$ cat src/rtl/des_decrypt_core.sv
// des_decrypt_core: iterative DES block decryptor, RPC (1 or 2) rounds per clock.
// Optional DES_ENC_EN adds an 'encrypt' input selecting the forward key schedule.
module des_decrypt_core #(
    parameter int RPC = 1
) (
    input  logic        clk,
    input  logic        rst,
    input  logic        in_valid,
    output logic        in_ready,
    input  logic [63:0] data_in,
    input  logic [63:0] key_in,
    output logic        out_valid,
    input  logic        out_ready,
`ifdef DES_ENC_EN
    input  logic        encrypt,
`endif
    output logic [63:0] data_out
);

    // Tables hold 1-based DES bit numbers; bit n lives at index n-1.
    localparam int IP_T [64] = '{
        58, 50, 42, 34, 26, 18, 10, 2, 60, 52, 44, 36, 28, 20, 12, 4,
        62, 54, 46, 38, 30, 22, 14, 6, 64, 56, 48, 40, 32, 24, 16, 8,
        57, 49, 41, 33, 25, 17, 9, 1, 59, 51, 43, 35, 27, 19, 11, 3,
        61, 53, 45, 37, 29, 21, 13, 5, 63, 55, 47, 39, 31, 23, 15, 7};

    localparam int IPI_T [64] = '{
        40, 8, 48, 16, 56, 24, 64, 32, 39, 7, 47, 15, 55, 23, 63, 31,
        38, 6, 46, 14, 54, 22, 62, 30, 37, 5, 45, 13, 53, 21, 61, 29,
        36, 4, 44, 12, 52, 20, 60, 28, 35, 3, 43, 11, 51, 19, 59, 27,
        34, 2, 42, 10, 50, 18, 58, 26, 33, 1, 41, 9, 49, 17, 57, 25};

    localparam int E_T [48] = '{
        32, 1, 2, 3, 4, 5, 4, 5, 6, 7, 8, 9,
        8, 9, 10, 11, 12, 13, 12, 13, 14, 15, 16, 17,
        16, 17, 18, 19, 20, 21, 20, 21, 22, 23, 24, 25,
        24, 25, 26, 27, 28, 29, 28, 29, 30, 31, 32, 1};

    localparam int P_T [32] = '{
        16, 7, 20, 21, 29, 12, 28, 17, 1, 15, 23, 26, 5, 18, 31, 10,
        2, 8, 24, 14, 32, 27, 3, 9, 19, 13, 30, 6, 22, 11, 4, 25};

    localparam int PC1_T [56] = '{
        57, 49, 41, 33, 25, 17, 9, 1, 58, 50, 42, 34, 26, 18,
        10, 2, 59, 51, 43, 35, 27, 19, 11, 3, 60, 52, 44, 36,
        63, 55, 47, 39, 31, 23, 15, 7, 62, 54, 46, 38, 30, 22,
        14, 6, 61, 53, 45, 37, 29, 21, 13, 5, 28, 20, 12, 4};

    localparam int PC2_T [48] = '{
        14, 17, 11, 24, 1, 5, 3, 28, 15, 6, 21, 10,
        23, 19, 12, 4, 26, 8, 16, 7, 27, 20, 13, 2,
        41, 52, 31, 37, 47, 55, 30, 40, 51, 45, 33, 48,
        44, 49, 39, 56, 34, 53, 46, 42, 50, 36, 29, 32};

    localparam int SBOX [8][64] = '{
        '{14, 4, 13, 1, 2, 15, 11, 8, 3, 10, 6, 12, 5, 9, 0, 7,
          0, 15, 7, 4, 14, 2, 13, 1, 10, 6, 12, 11, 9, 5, 3, 8,
          4, 1, 14, 8, 13, 6, 2, 11, 15, 12, 9, 7, 3, 10, 5, 0,
          15, 12, 8, 2, 4, 9, 1, 7, 5, 11, 3, 14, 10, 0, 6, 13},
        '{15, 1, 8, 14, 6, 11, 3, 4, 9, 7, 2, 13, 12, 0, 5, 10,
          3, 13, 4, 7, 15, 2, 8, 14, 12, 0, 1, 10, 6, 9, 11, 5,
          0, 14, 7, 11, 10, 4, 13, 1, 5, 8, 12, 6, 9, 3, 2, 15,
          13, 8, 10, 1, 3, 15, 4, 2, 11, 6, 7, 12, 0, 5, 14, 9},
        '{10, 0, 9, 14, 6, 3, 15, 5, 1, 13, 12, 7, 11, 4, 2, 8,
          13, 7, 0, 9, 3, 4, 6, 10, 2, 8, 5, 14, 12, 11, 15, 1,
          13, 6, 4, 9, 8, 15, 3, 0, 11, 1, 2, 12, 5, 10, 14, 7,
          1, 10, 13, 0, 6, 9, 8, 7, 4, 15, 14, 3, 11, 5, 2, 12},
        '{7, 13, 14, 3, 0, 6, 9, 10, 1, 2, 8, 5, 11, 12, 4, 15,
          13, 8, 11, 5, 6, 15, 0, 3, 4, 7, 2, 12, 1, 10, 14, 9,
          10, 6, 9, 0, 12, 11, 7, 13, 15, 1, 3, 14, 5, 2, 8, 4,
          3, 15, 0, 6, 10, 1, 13, 8, 9, 4, 5, 11, 12, 7, 2, 14},
        '{2, 12, 4, 1, 7, 10, 11, 6, 8, 5, 3, 15, 13, 0, 14, 9,
          14, 11, 2, 12, 4, 7, 13, 1, 5, 0, 15, 10, 3, 9, 8, 6,
          4, 2, 1, 11, 10, 13, 7, 8, 15, 9, 12, 5, 6, 3, 0, 14,
          11, 8, 12, 7, 1, 14, 2, 13, 6, 15, 0, 9, 10, 4, 5, 3},
        '{12, 1, 10, 15, 9, 2, 6, 8, 0, 13, 3, 4, 14, 7, 5, 11,
          10, 15, 4, 2, 7, 12, 9, 5, 6, 1, 13, 14, 0, 11, 3, 8,
          9, 14, 15, 5, 2, 8, 12, 3, 7, 0, 4, 10, 1, 13, 11, 6,
          4, 3, 2, 12, 9, 5, 15, 10, 11, 14, 1, 7, 6, 0, 8, 13},
        '{4, 11, 2, 14, 15, 0, 8, 13, 3, 12, 9, 7, 5, 10, 6, 1,
          13, 0, 11, 7, 4, 9, 1, 10, 14, 3, 5, 12, 2, 15, 8, 6,
          1, 4, 11, 13, 12, 3, 7, 14, 10, 15, 6, 8, 0, 5, 9, 2,
          6, 11, 13, 8, 1, 4, 10, 7, 9, 5, 0, 15, 14, 2, 3, 12},
        '{13, 2, 8, 4, 6, 15, 11, 1, 10, 9, 3, 14, 5, 0, 12, 7,
          1, 15, 13, 8, 10, 3, 7, 4, 12, 5, 6, 11, 0, 14, 9, 2,
          7, 11, 4, 1, 9, 12, 14, 2, 0, 6, 10, 13, 15, 3, 5, 8,
          2, 1, 14, 7, 4, 10, 8, 13, 15, 12, 9, 0, 3, 5, 6, 11}};

    typedef enum logic [1:0] {S_IDLE, S_ROUND, S_DONE} state_t;

    typedef struct packed {
        logic [31:0] l;
        logic [31:0] r;
        logic [27:0] c;
        logic [27:0] d;
    } blk_t;

    function automatic logic [63:0] perm_ip(input logic [63:0] x);
        logic [63:0] y;
        for (int i = 0; i < 64; i++) y[i] = x[6'(IP_T[i] - 1)];
        return y;
    endfunction

    function automatic logic [63:0] perm_ipinv(input logic [63:0] x);
        logic [63:0] y;
        for (int i = 0; i < 64; i++) y[i] = x[6'(IPI_T[i] - 1)];
        return y;
    endfunction

    function automatic logic [55:0] perm_pc1(input logic [63:0] x);
        logic [55:0] y;
        for (int i = 0; i < 56; i++) y[i] = x[6'(PC1_T[i] - 1)];
        return y;
    endfunction

    function automatic logic [1:0] shamt(input logic [3:0] rnd, input logic fwd);
        logic [1:0] n;
        unique case (rnd)
            4'd0:              n = fwd ? 2'd1 : 2'd0;
            4'd1, 4'd8, 4'd15: n = 2'd1;
            default:           n = 2'd2;
        endcase
        return n;
    endfunction

    // A DES left rotate moves bits toward DES bit 1, i.e. toward index 0.
    function automatic logic [27:0] rot(input logic [27:0] x, input logic [1:0] n,
                                        input logic fwd);
        logic [27:0] y;
        y = x;
        if (fwd) begin
            if (n == 2'd1)      y = {x[0], x[27:1]};
            else if (n == 2'd2) y = {x[1:0], x[27:2]};
        end else begin
            if (n == 2'd1)      y = {x[26:0], x[27]};
            else if (n == 2'd2) y = {x[25:0], x[27:26]};
        end
        return y;
    endfunction

    function automatic blk_t round_f(input blk_t b, input logic [3:0] rnd, input logic fwd);
        blk_t        o;
        logic [55:0] cd;
        logic [47:0] k;
        logic [47:0] x;
        logic [31:0] s;
        logic [31:0] f;
        logic [5:0]  six;
        logic [3:0]  v;
        o.c = rot(b.c, shamt(rnd, fwd), fwd);
        o.d = rot(b.d, shamt(rnd, fwd), fwd);
        cd  = {o.d, o.c};
        for (int n = 0; n < 48; n++) k[n] = cd[6'(PC2_T[n] - 1)];
        for (int n = 0; n < 48; n++) x[n] = b.r[5'(E_T[n] - 1)] ^ k[n];
        for (int j = 0; j < 8; j++) begin
            six = x[6*j +: 6];
            v   = 4'(SBOX[j][{six[0], six[5], six[1], six[2], six[3], six[4]}]);
            s[4*j +: 4] = {v[0], v[1], v[2], v[3]};
        end
        for (int n = 0; n < 32; n++) f[n] = s[5'(P_T[n] - 1)];
        o.l = b.r;
        o.r = b.l ^ f;
        return o;
    endfunction

    state_t      state_q;
    state_t      state_nx;
    blk_t        blk_q;
    blk_t        blk_mid;
    blk_t        blk_nx;
    logic [3:0]  cnt_q;
    logic        fwd_q;
    logic        last;
    logic [63:0] ip_o;
    logic [55:0] pc1_o;

    assign ip_o    = perm_ip(data_in);
    assign pc1_o   = perm_pc1(key_in);
    assign last    = (cnt_q == 4'(16 - RPC));
    assign blk_mid = round_f(blk_q, cnt_q, fwd_q);

    if (RPC == 2) begin : g_rpc2
        assign blk_nx = round_f(blk_mid, cnt_q + 4'd1, fwd_q);
    end else begin : g_rpc1
        assign blk_nx = blk_mid;
    end

`ifdef DES_ENC_EN
    always_ff @(posedge clk) begin
        if (rst)
            fwd_q <= 1'b0;
        else if (state_q == S_IDLE && in_valid)
            fwd_q <= encrypt;
    end
`else
    assign fwd_q = 1'b0;
`endif

    always_ff @(posedge clk) begin
        if (rst)
            state_q <= S_IDLE;
        else
            state_q <= state_nx;
    end

    always_comb begin
        state_nx = state_q;
        unique case (state_q)
            S_IDLE:  if (in_valid) state_nx = S_ROUND;
            S_ROUND: if (last) state_nx = S_DONE;
            S_DONE:  if (out_ready) state_nx = S_IDLE;
            default: state_nx = S_IDLE;
        endcase
    end

    always_comb begin
        in_ready  = (state_q == S_IDLE);
        out_valid = (state_q == S_DONE);
    end

    always_ff @(posedge clk) begin
        if (rst) begin
            blk_q    <= '0;
            cnt_q    <= '0;
            data_out <= '0;
        end else if (state_q == S_IDLE && in_valid) begin
            blk_q.l <= ip_o[31:0];
            blk_q.r <= ip_o[63:32];
            blk_q.c <= pc1_o[27:0];
            blk_q.d <= pc1_o[55:28];
            cnt_q   <= '0;
        end else if (state_q == S_ROUND) begin
            blk_q <= blk_nx;
            cnt_q <= cnt_q + 4'(RPC);
            // Preoutput is R16||L16: R16 occupies DES bits 1..32.
            if (last)
                data_out <= perm_ipinv({blk_nx.l, blk_nx.r});
        end
    end

endmodule

$ cat config.mk
export PLATFORM = sky130hd
export DESIGN_NAME = des_decrypt_core
export DESIGN_NICKNAME = d
export VERILOG_FILES = /design/src/rtl/des_decrypt_core.sv
export SDC_FILE = /design/constraint.sdc
export NUM_CORES = 1
export LEC_CHECK = 0
export CAP_MARGIN = 20
export CORE_MARGIN = 2
export CORE_UTILIZATION = 35
export DETAILED_ROUTE_END_ITERATION = 12
export MAX_ROUTING_LAYER = met4
export SLEW_MARGIN = 10
export SYNTH_ARGS = -nofsm -noshare
export SYNTH_HDL_FRONTEND = slang
export SYNTH_SLANG_ARGS = --single-unit
$ cat constraint.sdc
create_clock -name clk -period 9.1 [get_ports clk]
set_input_delay 1.82 -clock clk [delete_from_list [all_inputs] [get_ports clk]]
set_output_delay 1.82 -clock clk [all_outputs]
set_load 0.03 [all_outputs]
==> results.yml, run 1 <==
yosys:
  synthXorXnorAreaFrac: 0.0407
  synth_area_per_cell_um2: 8.00
  synth_compound_area_frac: 0.276
  yosys.area_share.simple: 0.200
  synth_cells: 885
  synth_cell_types: 83
  async_flop_share: 0
  synth_seq_area_share: 0.246
  ys_warn_count: 0
  synth_top_family_by_area: "compound AO/OA/AOI/OAI gates"
  synthMuxAreaShare: 0.0615
  ys_seq_elements: 87
  synthAdderAreaFrac: 0.0566
  synth-edff-count: 0
  ys.flop_type: "dfxtp_1"
  syn_area_um2: 7080
worst_setup_path:
  worstPathRequired_ps: 9380
  crit_arrival_ps: 4870
  criticalPathCategory: "reg -> reg"
  reg2regPathDepth: 11
  cp_max_fo: 19
  cp-start-kind: "flip-flop"
  endpoint_kind: "flip-flop"
floorplanning:
  fp-row-count: 52
  ios: 198
  start_util: 0.353
  die_area_um2: 21400
  die_x_um: 146
  die_h_um: 146
  fp.coreArea_um2: 20000
pwr:
  leakage_uw: 0.00287
  switching_share: 0.408
  power.density_nw_per_um2: 188
  switching_power_uw: 596
  irDropWorstVdd_mv: 0.0857
  internal-power_uw: 864
  power_frac_clock: 0.257
  p_comb_frac: 0.444
  seqPwrFrac: 0.300
min_path:
  hold_class: "reg -> reg"
  min_path_cells: 2
flow_run:
  maxCapViolations: 0
cts:
  cts_hold_buf: 0
  cts_tree: "yes"
  h-tree-depth: 3
  cts_setup_buffers: 0
  cts_sinks: 87
  cts_resized: 0
  cts-root-buf: "clkbuf_16"
  clockBufferDepth: 2
  clk_latency_ps: 360
  clk_pin_slew_ps: 70
  cts_inserted_buffers: 9
timing:
  fmax_mhz: 218
  finalWorstSetupSlack_ps: 4510
  slew_headroom: 0.273
  setup_viol: 0
  hold_violations: 0
  rsz0062_at_grt: "no"
  slew_viol_final: 0
  finalClockSkew_ps: 10.8
  finalCritPeriodShare: 0.504
  tightestPinTransition_ps: 1090
  min_period_ps: 4590
  final.setup.tns_ps: 0
global_route:
  grt_remaining_overflow: 0
  grt_pass1_vias: 5927
  grt_pass1_wl_um: 31800
  grt_max_degree: 62
  antenna_found_initial: 0
  grtUsageTotal: 0.189
routing:
  drtAntennaViolNets: 0
  wl_per_cell_um: 17.1
  wl_um: 19900
  via_per_inst: 5.60
  vias: 6519
  drt_first_pass_iters: 5
  drtIter0Drc: 400
  drc: 0
layout:
  mostFrequentLayoutCell: "dfxtp_1"
  area_delta_synth_final_pct: 9.95
  mostFrequentLayoutCells: "dfxtp_1, nand2_1, nor2_1, a21oi_1, clkdlybuf4s50_1"
  antenna_cells: 0
  final_nets: 1053
  drive_gt1_frac: 0.0738
  fin_area_um2: 7780
placed_design:
  dpl_cell_area_um2: 7490
  dpl.hpwl_um: 13500
  dp_worst_setup_slack_ps: 4620
  gp_congestion: 0.860
  io_buffers: 52
status:
  status: "completed"
[power groups by stage]
stage / combinational, uW / clock (uW) / sequential, uW
floorplan: 543 / 0 / 431
global placement: 638 / 0 / 445
detailed placement: 641 / 0 / 446
CTS: 645 / 381 / 437
global route: 717 / 395 / 441
finish: 648 / 375 / 438
[logic make-up after synthesis]
logic type	after synthesis
XOR/XNOR	32
flip-flops	87
AND/OR/NAND/NOR	288
other	1
adder cells (fa/ha/maj)	32
AO/OA/AOI/OAI	260
buffers and inverters	150
multiplexers	35
[synth_stat cells, drive strengths merged, types with 4 or more instances]
cell type	n	area [um2]
or4	4	30.0
buf	80	579
nand4b	8	70.1
nand3b	9	71.3
and2	5	31.3
nand3	40	200
mux4	5	113
nor2	77	299
a221oi	10	105
nand2	82	308
o32ai	6	78.8
o211a	7	70.1
ha	32	400
a21oi	65	325
nor3b	7	52.6
o32a	4	40.0
xor2	10	95.1
a22oi	30	230
o21ai	26	134
a211oi	18	165
a32oi	9	97.6
a2111oi	5	43.8
mux2i	28	293
nand2b	10	62.6
clkbuf	39	146
and3	8	50.1
nor2b	6	37.5
a31oi	9	56.3
nor3	21	105
inv	30	113
dfxtp	87	1740
o22ai	6	43.8
o311ai	5	43.8
a21o	6	45.0
a211o	7	61.3
xnor2	22	193
o211ai	16	130
[layer usage]
| metal | routed length (um) | up-vias | track usage | part of all wire |
|---|---|---|---|---|
| met1 | 9320 | 3154 | 0.250 | 0.47 |
| met4 | 626 | 0 | 0.0830 | 0.031 |
| met5 | 0 | - | - | 0 |
| met3 | 853 | 31 | 0.0188 | 0.043 |
| met2 | 9100 | 169 | 0.292 | 0.46 |
| li1 | - | 3165 | - | - |
[worst max-delay path, cell delays in order, from the launching register on]
cell       delay [ps]
dfxtp_1           620
and3_1            910
nor2_1            180
o21ai_2           530
ha_1              450
a2111oi_0         680
a211o_1           190
a31oi_1            80
o2bb2ai_1         390
xnor2_1           220
nor2_1             70
nor3_1            180
[metrics by stage]
step / power (uW) / utilization / hold slack (ps) / cells
3_5_place_dp: 1090 / 0.374 / 445 / 1148
6_report: 1460 / 0.388 / 450 / 1164
2_1_floorplan: 974 / - / 432 / 932
4_1_cts: 1460 / 0.388 / 453 / 1164
5_1_grt: 1550 / 0.388 / 482 / 1164
3_3_place_gp: 1080 / 0.374 / 443 / 1148
[area by class of cell]
| class | count | area (um2) |
|---|---|---|
| Fill cell | 2082 | 12300 |
| Multi-Input combinational cell | 695 | 4680 |
| Sequential cell | 87 | 1740 |
| Timing Repair Buffer | 65 | 616 |
| Tap cell | 270 | 338 |
| Clock buffer | 12 | 256 |
| Inverter | 31 | 116 |
| Clock inverter | 4 | 33.8 |
[sequential cells by signal, summed over array words and instances (netlist names)]
register,count
cnt_q,4
state_q,2
blk_q,44
blk_mid,21
data_out,16
[worst paths after layout]
check	from	to	slack, ps
worst max-delay path	cnt_q[3]	data_out[5]	4510
worst min-delay path	blk_mid[105]	blk_q[105]	450
worst max register to register	cnt_q[3]	data_out[5]	4510
worst min register to register	blk_mid[105]	blk_q[105]	450
(Power assumes the default switching activity.)
==> run 2, diff against run 1 <==
Clock period 9.1 ns to 4.5 ns, I/O delays scaled along.
==> results.yml, run 2 (synthesis gave the netlist of run 1 again) <==
status:
  status: "completed"
routing:
  wl_per_cell_um: 17.2
  vias: 6541
  via_per_inst: 5.52
  drtAntennaViolNets: 0
  drtIter0Drc: 515
  wl_um: 20400
  drc: 0
  drt_first_pass_iters: 5
timing:
  slew_headroom: 0.404
  holdWs_ps: 455
  rsz0062_at_grt: "no"
  final.setup.tns_ps: 0
  finalClockSkew_ps: 9.05
  slew_viol_final: 0
  fmax_mhz: 255
  hold_violations: 0
  min_period_ps: 3920
  tightestPinTransition_ps: 893
  finalWorstSetupSlack_ps: 581
  setup_viol: 0
  finalCritPeriodShare: 0.871
floorplanning:
  die_area_um2: 21400
  ios: 198
  start_util: 0.353
  fp-row-count: 52
  die_h_um: 146
  die_x_um: 146
  fp.coreArea_um2: 20000
flow_run:
  maxCapViolations: 0
cts:
  h-tree-depth: 3
  clk_latency_ps: 360
  clk_pin_slew_ps: 70
  cts_sinks: 87
  clockBufferDepth: 2
  cts_tree: "yes"
  cts-root-buf: "clkbuf_16"
  cts_setup_buffers: 0
  cts_hold_buf: 0
  cts_resized: 0
  cts_inserted_buffers: 9
layout:
  top_register: "blk_q"
  multi_input_area_um2: 4680
  area_delta_synth_final_pct: 12.1
  drive_gt1_frac: 0.0962
  antenna_cells: 0
  mostFrequentLayoutCell: "dfxtp_1"
  seq_area_um2: 1740
  nFillCells: 2096
  final_nets: 1074
  largest_register_ffs: 44
  mostFrequentLayoutCells: "dfxtp_1, nand2_1, nor2_1, a21oi_1, clkdlybuf4s50_1"
global_route:
  grt_max_degree: 70
  top_usage_layer: "met2"
  met3_usage: 0.0234
  grt_pass1_vias: 6081
  grtUsageTotal: 0.196
  antenna_found_initial: 0
  grt_remaining_overflow: 0
  met1_usage: 0.262
  grtUsageMet2: 0.315
  grt_pass1_wl_um: 33000
worst_setup_path:
  criticalPathCategory: "reg -> reg"
  worstPathRequired_ps: 4770
  crit_arrival_ps: 4190
  critical_path_buf_inv_count: 3
  path_common_cell: "inv_1"
  critPathTopFamily: "multiplexers"
  endpoint_kind: "flip-flop"
  cp_slowest_cell: "mux2i_4"
  cpPeakStageDelay_ps: 500
  worstPathCellList: "inv_1, ha_1, mux2_4, mux2i_4, nor2_1, a221o_1, inv_1, ha_1, inv_1, mux4_2, mux2i_1, mux2i_1, xnor2_1, a211oi_1"
  cp-start-kind: "flip-flop"
  cp_max_fo: 15
pwr:
  irDropWorstVdd_mv: 0.185
  internal-power_uw: 1750
  p_comb_frac: 0.455
  seqPwrFrac: 0.296
  switching_power_uw: 1240
  power_frac_clock: 0.249
  power.density_nw_per_um2: 377
  leakage_uw: 0.00298
  switching_share: 0.415
placed_design:
  dpl.hpwl_um: 14100
  io_buffers: 52
  gp_congestion: 0.844
  dp_worst_setup_slack_ps: 633
min_path:
  hold_class: "reg -> reg"
[run 2: cell types whose count changed in the layout (fill, tap and decap cells not counted), sizes merged]
| cell | change |
|---|---|
| clkinvlp | -1 |
| clkinv | +4 |
| clkbuf | -3 |
| buf | +21 |
[run 2: worst min-delay path, cell delays in order, from the launching register on]
cell and delay (ps):
dfxtp_1 310, nand2_1 50, a21oi_1 50
[run 2: through the flow]
step	util	area (um2)	total power, uW	std cells
2_1_floorplan	-	7250	1970	932
3_3_place_gp	0.382	7650	2240	1169
3_5_place_dp	0.382	7650	2250	1169
4_1_cts	0.396	7930	3000	1185
5_1_grt	0.396	7930	3190	1185
6_report	0.396	7930	2990	1185
[run 2: per-layer routing]
layer  wire length [um]  share of wire
met5                  0              0
met2               9520           0.47
met4                310          0.015
met3                749          0.037
met1               9850           0.48
[run 2: layout make-up]
class / instances / area share
multi-input combinational: 695 / 0.590
sequential: 87 / 0.220
clock buffer: 9 / 0.0284
inverter: 31 / 0.0147
timing repair buffer: 86 / 0.0975
tap: 270 / 0.0426
clock inverter: 7 / 0.00710
[run 2: power by group through the flow]
| stage | combinational [uW] | clock, uW | sequential, uW |
|---|---|---|---|
| finish | 1360 | 745 | 886 |
| global route | 1500 | 796 | 893 |
| CTS | 1360 | 762 | 884 |
| detailed placement | 1350 | 0 | 902 |
| global placement | 1340 | 0 | 900 |
| floorplan | 1100 | 0 | 872 |
[run 2: worst paths after layout]
path                                   start      endpoint  slack [ps]  cells after the start
worst max-delay path                cnt_q[0]  data_out[53]         580                     14
worst min-delay path            blk_mid[107]    blk_q[107]         460                      2
worst max register to register      cnt_q[0]  data_out[53]         580                     14
worst min register to register  blk_mid[107]    blk_q[107]         460                      2
==> run 3, diff against run 2 <==
Clock period 4.5 ns to 4.05 ns, I/O delays scaled along.
==> results.yml, run 3 (synthesis gave the netlist of run 1 again) <==
timing:
  finalClockSkew_ps: 5.86
  hold_violations: 0
  final.setup.tns_ps: 0
  tightestPinTransition_ps: 973
  slew_viol_final: 0
  setup_viol: 0
  slew_headroom: 0.349
  min_period_ps: 3760
  holdWs_ps: 454
  rsz0062_at_grt: "no"
  fmax_mhz: 266
  finalCritPeriodShare: 0.928
worst_setup_path:
  cp-start-kind: "flip-flop"
  reg2reg_from: "cnt_q[1]"
  cpPeakStageDelay_ps: 650
  endpoint_kind: "flip-flop"
  cp_max_fo: 13
  worstPathRequired_ps: 4320
  reg2reg_to: "data_out[53]"
  critPathTopFamily: "simple AND/OR/NAND/NOR gates"
  critical_path_depth: 14
  worstPathCellList: "inv_1, ha_1, or4b_4, nor2_1, nor2_1, a221o_1, inv_2, ha_1, inv_1, mux4_2, mux2i_1, mux2i_1, xnor2_1, a211oi_1"
  ff2ff_setup_slack_ps: 290
  cp_slowest_cell: "or4b_4"
  crit_arrival_ps: 4020
  critical_path_buf_inv_count: 3
  criticalPathCategory: "reg -> reg"
  reg2regPathDepth: 14
global_route:
  grt_max_degree: 83
  antenna_found_initial: 0
  grt_pass1_vias: 6103
  grtUsageTotal: 0.194
  met1_usage: 0.263
  grtUsageMet2: 0.314
  grt_pass1_wl_um: 32800
  top_usage_layer: "met2"
  grt_remaining_overflow: 0
  met3_usage: 0.0219
cts:
  clk_latency_ps: 360
  clk_pin_slew_ps: 70
  cts_sinks: 87
  cts_tree: "yes"
  clockBufferDepth: 2
  cts_inserted_buffers: 9
  h-tree-depth: 3
  cts-root-buf: "clkbuf_16"
routing:
  vias: 6537
  drt_first_pass_iters: 5
  wl_um: 20300
  drtAntennaViolNets: 0
  via_per_inst: 5.47
  drtIter0Drc: 497
  wl_per_cell_um: 17.0
  drc: 0
pwr:
  leakage_uw: 0.00304
  power.density_nw_per_um2: 421
  irDropWorstVdd_mv: 0.248
status:
  status: "completed"
layout:
  largest_register_ffs: 44
  area_delta_synth_final_pct: 13.6
  antenna_cells: 0
  fin_area_um2: 8040
  mostFrequentLayoutCells: "dfxtp_1, nand2_1, nor2_1, a21oi_1, clkdlybuf4s50_1"
  top_register: "blk_q"
  drive_gt1_frac: 0.109
  mostFrequentLayoutCell: "dfxtp_1"
  final_nets: 1085
floorplanning:
  fp-row-count: 52
  fp.coreArea_um2: 20000
  ios: 198
  die_area_um2: 21400
  die_x_um: 146
  die_h_um: 146
  start_util: 0.353
min_path:
  min_path_cells: 2
  worstHoldEndpoint: "blk_q[105]"
  min-delay-start: "blk_mid[105]"
  hold_class: "reg -> reg"
placed_design:
  dpl_cell_area_um2: 7720
  io_buffers: 52
  dpl.hpwl_um: 14100
  gp_congestion: 0.860
flow_run:
  maxCapViolations: 0
## run 3: tightest hold or removal path: cells and delay by family (launching register included)
family / cells / cell delay [ps]
AO/OA/AOI/OAI: 1 / 50
flip-flops: 1 / 310
AND/OR/NAND/NOR: 1 / 50
## run 3: stage by stage
stage / total power, uW / setup slack [ps] / utilization / instances
after global routing: 3600 / 14.2 / 0.401 / 1196
after CTS: 3400 / 196 / 0.400 / 1194
after floorplan: 2190 / 403 / - / 932
after detailed placement: 2530 / 212 / 0.385 / 1178
final: 3380 / 293 / 0.401 / 1196
after global placement: 2510 / 244 / 0.385 / 1178
## run 3: repair_timing
item                                    CTS  global route
hold buffers                              0             0
endpoints found under the hold margin     0             0
resized for setup                         0             2
buffers inserted                          0             2
endpoints found under the setup margin    0             3
## run 3: per-layer routing
metal / vias up / wire length [um] / share of wire
li1: 3220 / - / -
met1: 3116 / 9480 / 0.47
met2: 183 / 9630 / 0.47
met3: 18 / 980 / 0.048
met4: 0 / 218 / 0.011
met5: - / 0 / 0
## run 3: layout make-up
cell class | count | area, um2
tap | 270 | 338
clock inverter | 7 | 70.1
sequential | 87 | 1740
timing repair buffer | 97 | 868
clock buffer | 9 | 225
fill | 2063 | 12000
multi-input combinational | 695 | 4680
inverter | 31 | 116
## run 3: how the worst max path moves through the flow
stage / start / slack, ps / to
finish: cnt_q[1] / 290 / data_out[53]
global route: cnt_q[0] / 10 / data_out[51]
CTS: cnt_q[0] / 200 / data_out[53]
detailed placement: cnt_q[0] / 210 / data_out[53]
global placement: cnt_q[0] / 240 / data_out[53]
floorplan: cnt_q[0] / 400 / data_out[53]
## run 3: power breakdown
| part | switching [uW] | total [uW] | internal [uW] |
|---|---|---|---|
| clock | 423 | 861 | 438 |
| sequential | 74.1 | 984 | 910 |
| combinational | 904 | 1540 | 634 |
| total | 1400 | 3380 | 1980 |
==> variant (settings of run 3) <==
The 3 states of `state_t` get a one-hot encoding in 3 bits.
--- a/src/rtl/des_decrypt_core.sv
+++ b/src/rtl/des_decrypt_core.sv
@@ -86,7 +86,7 @@
           7, 11, 4, 1, 9, 12, 14, 2, 0, 6, 10, 13, 15, 3, 5, 8,
           2, 1, 14, 7, 4, 10, 8, 13, 15, 12, 9, 0, 3, 5, 6, 11}};
 
-    typedef enum logic [1:0] {S_IDLE, S_ROUND, S_DONE} state_t;
+    typedef enum logic [2:0] {S_IDLE = 3'b001, S_ROUND = 3'b010, S_DONE = 3'b100} state_t;
 
     typedef struct packed {
         logic [31:0] l;
Check against the original RTL: same outputs for any inputs over 4 cycles, from zero or initial values and one cycle with rst high; so few cycles prove little.
==> variant against run 3 <==
Count of clock-buffer cells in the layout did not move; critical endpoint is now data_out[49]; sequential cell count rose by 1; critical path type unchanged; fmax fell by 1.5%; area after synthesis rose by 1.2%; cell area rose by 2.9%; routed wire length rose by 6.8%; setup slack got worse by 0.058 ns; clock skew rose by 0.0076 ns.
Power is not compared: it rests on default switching activity, and its combinational part moved more than twofold at a synthesized area within 25%.
==> variant: results (changes against run 3) <==
| Metric | Value |
|---|---|
| Status | complete, no violations (unchanged) |
| Wire length per cell | 17.9 um (was 17.0 um) |
| Leakage | approximately 3.1 nW |
| Largest cells by area after synthesis | dfxtp_1 25%, ha_1 5.6%, buf_4 5.5% (was dfxtp_1 25%, buf_4 5.7%, ha_1 5.7%) |
| Initial drt markers | 587 (was 497) |
| Port buffer count | 52 (unchanged) |
| Largest net degree at the start of global routing | 47 (was 83) |
| Sequential area share after synthesis | 0.246 (about the same) |
| Library cells used by synthesis | 86 (was 83) |
| Mean number of vias per cell | 5.68 (was 5.47) |
| H-tree levels | 3 (unchanged) |
| Max_slew headroom | 0.515 (was 0.349) |
| Gr usage total | 0.205 (was 0.194) |
| Fillers | 2081 (was 2063) |
| Max reg flops | 44 (unchanged) |
| Placed cell count | 1187 (was 1178) |
| DP Worst Slack | 0.0381 ns (was 0.212 ns) |
| Antenna cells | 0 (unchanged) |
| Gpl congestion | 0.893 (was 0.860) |
| Nets | 1098 (was 1085) |
| Synth warn | 0 (unchanged) |
| Number of CTS-inserted buffers | 9 (unchanged) |
| Root Buffer | clkbuf_16 (unchanged) |
| Initial antenna violation count | 0 (unchanged) |
| CTS Buffer Depth | 2 (unchanged) |
| Drt total wl | 21.7 mm (was 20.3 mm) |
| Peak fanout along the critical path | 14 (was 13) |
| Global-route wire length before repair | 34.4 mm (was 32.8 mm) |
| Vias in the first global route | 6060 (was 6103) |
| Syn avg cell area | 8.09 um^2 (was 8.00 um^2) |
| 1st-pass router iterations | 5 (unchanged) |
| Post-synth ARST share | 0 (unchanged) |
| Skew-Pair Late Insertion Delay | 0.37 ns |
| Top cells by instance count after synthesis | 88 x dfxtp_1, 74 x nand2_1, 62 x nor2_1, 53 x a21oi_1, 52 x buf_4 (was 87 x dfxtp_1, 82 x nand2_1, 75 x nor2_1, 65 x a21oi_1, 54 x buf_4) |
| Worst Skew | 0.0134 ns (was 0.00586 ns) |
| HPWL Detailed | 15.5 mm (was 14.1 mm) |
| Hold Path Class | flip-flop to flip-flop (unchanged) |
| Worst vdd ir | 210 uV |
| Share of cells above drive strength 1 | 0.136 (was 0.109) |
| Reg with most FFs | blk_q (unchanged) |
| Worst-path clk slew | 0.07 ns (about the same) |
variant: cell types whose count changed after synthesis, moves of 5 or more:
cell	run 3	this run
nor2_1	75	62
a21oi_1	65	53
mux2_2	0	9
or3_1	1	10
buf_2	13	21
nand2_1	82	74
clkbuf_1	39	32
o31ai_1	0	7
nand3b_1	8	14
nand4b_1	8	2
a22o_1	2	7
and3_1	8	13
nand3_1	40	35
o21ai_0	20	25
variant: final cells by class:
cell class / count / share of cell area
Clock inverter: 7 / 0.00726
Inverter: 34 / 0.0154
Sequential cell: 88 / 0.213
Tap cell: 270 / 0.0408
Multi-Input combinational cell: 695 / 0.585
Clock buffer: 9 / 0.0272
Timing Repair Buffer: 106 / 0.111
variant: stage by stage:
stage | power, mW | area (um^2) | hold WS [ns]
2_1_floorplan | 1.50 | 7340 | 0.425
3_3_place_gp | 1.67 | 7870 | 0.441
3_5_place_dp | 1.67 | 7870 | 0.448
4_1_cts | 2.52 | 8150 | 0.458
5_1_grt | 2.66 | 8270 | 0.478
6_report | 2.53 | 8270 | 0.454
variant: layer usage:
metal | routed length (um) | track usage | share of wire
met2 | 10200 | 0.322 | 0.47
met5 | 0 | - | 0
met4 | 274 | 0.0442 | 0.013
met1 | 9660 | 0.280 | 0.45
met3 | 1530 | 0.0301 | 0.070
variant: kinds of logic (layout without fill, tap and decap cells):
logic type | Yosys count | after routing | share of synthesized area
xor gates and xnor gates | 25 | 25 | 0.0306
and+or+nand+nor | 286 | 286 | 0.203
buffers and inverters | 149 | 156 | 0.115
adders and majority gates | 32 | 32 | 0.0559
AOI/OAI and AO/OA | 260 | 260 | 0.275
DFF | 88 | 88 | 0.246
muxes | 44 | 44 | 0.0736
other | 1 | 48 | 0.000524
variant: critical path: stages (launching register included):
cell and delay, ns:
dfxtp_1 0.37, inv_1 0.08, ha_1 0.25, mux2_2 0.31
mux2_4 0.36, and3_1 0.24, a211oi_4 0.42, buf_4 0.20
ha_4 0.22, mux4_2 0.46, nand2_1 0.08, o211ai_1 0.19
a2111oi_2 0.41, a311o_1 0.15
variant: final timing paths:
| check | start | end | slack (ns) | cells after the start |
|---|---|---|---|---|
| max | cnt_q[1] | data_out[49] | 0.24 | 13 |
| min | blk_mid[107] | blk_q[107] | 0.45 | 2 |
| max reg2reg | cnt_q[1] | data_out[49] | 0.24 | 13 |
| min reg2reg | blk_mid[107] | blk_q[107] | 0.45 | 2 |
variant: what timing repair did:
action,CTS,global route
endpoints found under the setup margin,0,21
setup buffers,0,6
gates resized for setup,0,17
variant: power breakdown:
part / internal, mW / leakage (nW) / switching, mW
logic: 0.303 / 2.25 / 0.452
registers: 0.891 / 0.714 / 0.0350
clock network: 0.432 / 0.144 / 0.420
